[src/rtl/hvgen_param.sv]
// hvgen_param: parametrised video timing generator.
// Counts pixels on a clock enable and produces HPOS/VPOS, registered blanking
// and sync, a blanked/dimmed RGB output, and line/frame start pulses.
module hvgen_param #(
    parameter int unsigned CW    = 9,
    parameter int unsigned RGB_W = 12,
    parameter int unsigned H_ACT = 288,
    parameter int unsigned H_SS  = 311,
    parameter int unsigned H_SE  = 342,
    parameter int unsigned H_JMP = 471,
    parameter int unsigned H_END = 511,
    parameter int unsigned V_ACT = 224,
    parameter int unsigned V_SS  = 226,
    parameter int unsigned V_SE  = 233,
    parameter int unsigned V_JMP = 483,
    parameter int unsigned V_END = 511
) (
    input  logic             MCLK,
    input  logic             RESET_N,
    input  logic             PCE,
    input  logic [3:0]       HADJ,
    input  logic [3:0]       VADJ,
    input  logic             DIM,
    input  logic [RGB_W-1:0] iRGB,
    output logic [CW-1:0]    HPOS,
    output logic [CW-1:0]    VPOS,
    output logic [RGB_W-1:0] oRGB,
    output logic             HBLK,
    output logic             VBLK,
    output logic             HSYN_N,
    output logic             VSYN_N,
    output logic             LINE_START,
    output logic             FRAME_START
);

    localparam int unsigned CH_W = RGB_W / 3;
    localparam int unsigned SW   = CW + 2;

    logic [CW-1:0]    r_hcnt;
    logic [CW-1:0]    r_vcnt;
    logic [3:0]       r_hadj;
    logic [3:0]       r_vadj;
    logic             r_hblk;
    logic             r_vblk;
    logic             r_hsyn_n;
    logic             r_vsyn_n;
    logic [RGB_W-1:0] r_rgb;
    logic             r_line_start;
    logic             r_frame_start;

    logic [CW-1:0]    w_hcnt_nxt;
    logic [CW-1:0]    w_vcnt_nxt;
    logic             w_h_end;
    logic             w_v_end;
    logic [SW-1:0]    w_hs_start;
    logic [SW-1:0]    w_vs_start;
    logic             w_hblk;
    logic             w_vblk;
    logic             w_hsync;
    logic             w_vsync;
    logic [RGB_W-1:0] w_rgb_dim;

    // Nominal sync start plus signed adjust, clamped into the blanking window
    function automatic logic [SW-1:0] sync_start(input logic [3:0] adj,
                                                 input int unsigned nom,
                                                 input int unsigned lo,
                                                 input int unsigned hi);
        logic signed [SW-1:0] sum;
        sum = $signed(SW'(nom)) + $signed({{(SW-4){adj[3]}}, adj});
        if (sum < $signed(SW'(lo)))
            return SW'(lo);
        else if (sum > $signed(SW'(hi)))
            return SW'(hi);
        else
            return sum;
    endfunction

    assign w_h_end    = (r_hcnt == CW'(H_END));
    assign w_v_end    = (r_vcnt == CW'(V_END));
    assign w_hs_start = sync_start(r_hadj, H_SS, H_ACT, H_SE - 1);
    assign w_vs_start = sync_start(r_vadj, V_SS, V_ACT, V_SE - 1);
    assign w_hblk     = (r_hcnt >= CW'(H_ACT));
    assign w_vblk     = (r_vcnt >= CW'(V_ACT));
    assign w_hsync    = ({2'b00, r_hcnt} >= w_hs_start) && (r_hcnt < CW'(H_SE));
    assign w_vsync    = ({2'b00, r_vcnt} >= w_vs_start) && (r_vcnt < CW'(V_SE));

    // Next counter values: jump over the sync-to-end gap, wrap at end
    always_comb begin
        w_hcnt_nxt = r_hcnt + CW'(1);
        w_vcnt_nxt = r_vcnt;
        if (r_hcnt == CW'(H_SE)) begin
            w_hcnt_nxt = CW'(H_JMP);
        end else if (w_h_end) begin
            w_hcnt_nxt = '0;
            if (r_vcnt == CW'(V_SE))
                w_vcnt_nxt = CW'(V_JMP);
            else if (w_v_end)
                w_vcnt_nxt = '0;
            else
                w_vcnt_nxt = r_vcnt + CW'(1);
        end
    end

    // Halve each colour channel for dim mode
    always_comb begin
        w_rgb_dim = '0;
        for (int c = 0; c < 3; c++) begin
            w_rgb_dim[c*CH_W +: CH_W] = {1'b0, iRGB[c*CH_W+1 +: CH_W-1]};
        end
    end

    // Counters, frame-latched adjusts, registered video outputs and pulses
    always_ff @(posedge MCLK or negedge RESET_N) begin
        if (!RESET_N) begin
            r_hcnt        <= '0;
            r_vcnt        <= '0;
            r_hadj        <= '0;
            r_vadj        <= '0;
            r_hblk        <= 1'b1;
            r_vblk        <= 1'b1;
            r_hsyn_n      <= 1'b1;
            r_vsyn_n      <= 1'b1;
            r_rgb         <= '0;
            r_line_start  <= 1'b0;
            r_frame_start <= 1'b0;
        end else begin
            r_line_start  <= PCE && w_h_end;
            r_frame_start <= PCE && w_h_end && w_v_end;
            if (PCE) begin
                r_hcnt   <= w_hcnt_nxt;
                r_vcnt   <= w_vcnt_nxt;
                r_hblk   <= w_hblk;
                r_vblk   <= w_vblk;
                r_hsyn_n <= !w_hsync;
                r_vsyn_n <= !w_vsync;
                r_rgb    <= (w_hblk || w_vblk) ? '0 : (DIM ? w_rgb_dim : iRGB);
                if (w_h_end && w_v_end) begin
                    r_hadj <= HADJ;
                    r_vadj <= VADJ;
                end
            end
        end
    end

    assign HPOS        = r_hcnt;
    assign VPOS        = r_vcnt;
    assign oRGB        = r_rgb;
    assign HBLK        = r_hblk;
    assign VBLK        = r_vblk;
    assign HSYN_N      = r_hsyn_n;
    assign VSYN_N      = r_vsyn_n;
    assign LINE_START  = r_line_start;
    assign FRAME_START = r_frame_start;

endmodule

[config.mk]
export PLATFORM = sky130hd
export DESIGN_NAME = hvgen_param
export DESIGN_NICKNAME = d
export VERILOG_FILES = /design/src/rtl/hvgen_param.sv
export SDC_FILE = /design/constraint.sdc
export NUM_CORES = 1
export LEC_CHECK = 0
export ABC_AREA = 1
export BUFFER_PORTS_ARGS = -buffer_cell sky130_fd_sc_hd__buf_2
export CAP_MARGIN = 20
export CELL_PAD_IN_SITES_DETAIL_PLACEMENT = 0
export CELL_PAD_IN_SITES_GLOBAL_PLACEMENT = 1
export CORE_UTILIZATION = 36
export DETAILED_ROUTE_END_ITERATION = 10
export PLACE_DENSITY = 0.86
export RECOVER_POWER = 25
export SLEW_MARGIN = 20
export SYNTH_ARGS = -nofsm -noshare
export SYNTH_HDL_FRONTEND = slang
export SYNTH_SLANG_ARGS = --single-unit
[constraint.sdc]
create_clock -name MCLK -period 2.12 [get_ports MCLK]
set_input_delay 0.212 -clock MCLK [delete_from_list [all_inputs] [get_ports MCLK]]
set_output_delay 0.212 -clock MCLK [all_outputs]
set_load 0.005 [all_outputs]
==> reports/qor.yml <==
rrSetupSlack_ns: -0.17
cp_data_required_time_ns: 2.37
synthMuxAreaShare: 0.03209
final.setup.worst_slack_ns: -0.1669
hold-path-endpoint: "r_vadj[0]"
rows: 31
dp_slack_ns: -0.1477
ys_ff_latch: 44
end_kind: "flip-flop"
yosys.area.top_type_share: 0.3565
min_period_over_period: 1.079
cts_made_buffers: 5
min_period_ns: 2.287
p_leak_nw: 1.967
netlist_top_cells_area: "dfrtp_1, nand2_1, ha_1"
rsz0062_at_grt: "yes"
antenna_found_initial: 0
dp_hpwl_um: 5002
finalNonFillerCells: 550
drt_iter0_drc: 121
grt_pass1_wl_um: 11120
synth_top_family_by_area: "simple AND/OR/NAND/NOR gates"
drtPass1Iterations: 5
crit_type: "reg2reg"
setup_tns_ns: -0.1669
start_util: 0.3790
h-tree-depth: 2
yosysTopAreaCell: "dfrtp_1"
avgSynthCellArea_um2: 7.692
hp-start: "VADJ[0]"
insertion_delay_ns: 0.30
fill_cells: 754
antenna_cells: 0
die_h_um: 90.31
hold_violations: 0
vdd_drop_max_mv: 0.3748
vias_per_cell: 4.707
place_congestion: 0.8460
r2r_cells: 17
syn_nets: 414
grt_usage: 0.1674
worst_pin_slew_ns: 1.105
drv_slew: 0
core_area_mm2: 0.007408
fp.dieW_um: 90.31
setup_viol: 1
syn_inst: 365
placed_cells: 538
final.setup_skew_ns: 0.01471
slew_headroom: 0.2631
synth_ff_type: "dfrtp_1"
r2r-end: "VSYN_N"
crit_fanout: 3
layout.nets: 500
port_buffers: 59
synthSimpleGateAreaFrac: 0.2834
wl_per_cell_um: 12.43
layout-drive-gt1-share: 0.2727
fmax_ghz: 0.4373
clock_path_buffers: 2
postSynth.asyncResetShare: 1.000
final_core_util: 0.4829
dieArea_mm2: 0.008156
critPathLaunchType: "flip-flop"
first_global_vias: 2375
multiInputGateArea_mm2: 0.001548
reg2reg_from: "r_vadj[1]"
syn_area_mm2: 0.002808
drc_errors: 0
place_area_mm2: 0.003351
cts-root-buf: "clkbuf_8"
drv_cap: 0
design_area_mm2: 0.003577
ios: 60
cts_tree: "yes"
synth.most_common_cell: "nand2_1"
antenna_left: 0
synth.distinct_cells: 36
clkTransAtPathRegs_ns: 0.09
outcome: "finished with violations"
synthAdderAreaFrac: 0.1114
violations: "setup timing"
hold_depth: 3
yosysWarnings: 0
grt_max_degree: 45
synth_xor_area_frac: 0.01248
vias: 2589
hold_path_class: "in2reg"
drt_wl_total_um: 6837
synth_seq_area_share: 0.3939
synthTopCellsByCount: "nand2_1, inv_1, dfrtp_1"
arrival_ns: 2.53
cts_hold_buffers: 0
overflow: 0
area_growth_pct: 27.41
synth_compound_area_frac: 0.08824
pwr_density_cell_mw_per_mm2: 767.3
register_area_mm2: 0.001106
synth_edf_count: 0
numClockSinks: 44
## worst max path at each step
| stage | startpoint | to | depth (start not counted) |
|---|---|---|---|
| detailed placement | r_vadj[1] | VSYN_N | 15 |
| floorplan | r_vadj[1] | VSYN_N | 15 |
| CTS | r_vadj[1] | VSYN_N | 15 |
| global placement | r_vadj[1] | VSYN_N | 15 |
| finish | r_vadj[1] | VSYN_N | 17 |
| global route | r_vadj[1] | VSYN_N | 17 |
## final cells by class
| cell class | instances | share of cell area |
|---|---|---|
| Clock inverter | 2 | 0.01679 |
| Timing Repair Buffer | 86 | 0.1396 |
| Inverter | 45 | 0.04792 |
| Tap cell | 99 | 0.03463 |
| Sequential cell | 44 | 0.3092 |
| Multi-Input combinational cell | 269 | 0.4327 |
| Clock buffer | 5 | 0.01924 |
## sequential cells by signal (all words and copies together), names as in the netlist
name         cells
FRAME_START      1
HBLK             1
HPOS             9
HSYN_N           1
LINE_START       1
VBLK             1
VPOS             9
VSYN_N           1
oRGB            12
r_hadj           4
r_vadj           4
## cell usage in the layout, fill, tap and decap left out, types with 3 or more instances in the layout
cell type | netlist | layout
nor2_1 | 33 | 30
nand2_1 | 114 | 114
buf_4 | 2 | 25
buf_2 | 2 | 59
ha_1 | 25 | 22
inv_2 | 4 | 4
nand3_1 | 16 | 16
a21oi_1 | 10 | 9
mux2i_1 | 9 | 9
inv_1 | 41 | 40
nor3_2 | 3 | 3
clkbuf_8 | 0 | 5
dfrtp_1 | 40 | 40
o21ai_0 | 26 | 25
nand4_1 | 7 | 7
nor2_4 | 1 | 3
dfstp_2 | 4 | 4
o21ai_2 | 2 | 3
## critical path, stage by stage (launching register included)
cell and delay, ns:
dfrtp_1 0.42, ha_4 0.18, inv_4 0.06, ha_2 0.18, inv_1 0.07, a31oi_2 0.23, o21ai_2 0.11, buf_4 0.14
nand2_1 0.05, nand2_1 0.05, ha_1 0.26, nand2_1 0.06, inv_1 0.06, nand2_1 0.07, a21oi_2 0.12, nor2_1 0.05
nor2_1 0.08, nor2_1 0.04
## logic make-up after synthesis
kind of cell	after synthesis
muxes	9
adders and majority gates	25
other	2
DFF	44
buffers and inverters	52
AOI/OAI and AO/OA	45
xor gates and xnor gates	4
and+or+nand+nor	184
## what timing repair did
action,4_1_cts,5_1_grt
cloned,0,1
setup buffers,1,3
gates resized for setup,0,12
endpoints found under the setup margin,1,8
pin swaps,1,8
## where the power goes
part           switching [mW]  leakage, nW  internal, mW
combinational           0.516         1.35         0.375
sequential              0.127        0.549         0.972
clock                   0.290       0.0642         0.464
total                   0.933         1.97          1.81
## routing by layer
metal  global-route usage  wire, um
met3              0.03367       251
met1               0.2249      3191
met4              0.04032        84
met5                    0         0
met2               0.2767      3310
## metrics by stage
step / hold WS (ns) / power [mW]
final: 0.1050 / 2.745
after global placement: 0.3390 / 1.984
after detailed placement: 0.3404 / 2.005
after CTS: 0.01259 / 2.767
after global routing: 0.1064 / 2.945
after floorplan: -0.08359 / 1.624
Note: power is estimated with default switching activity, not from simulation.
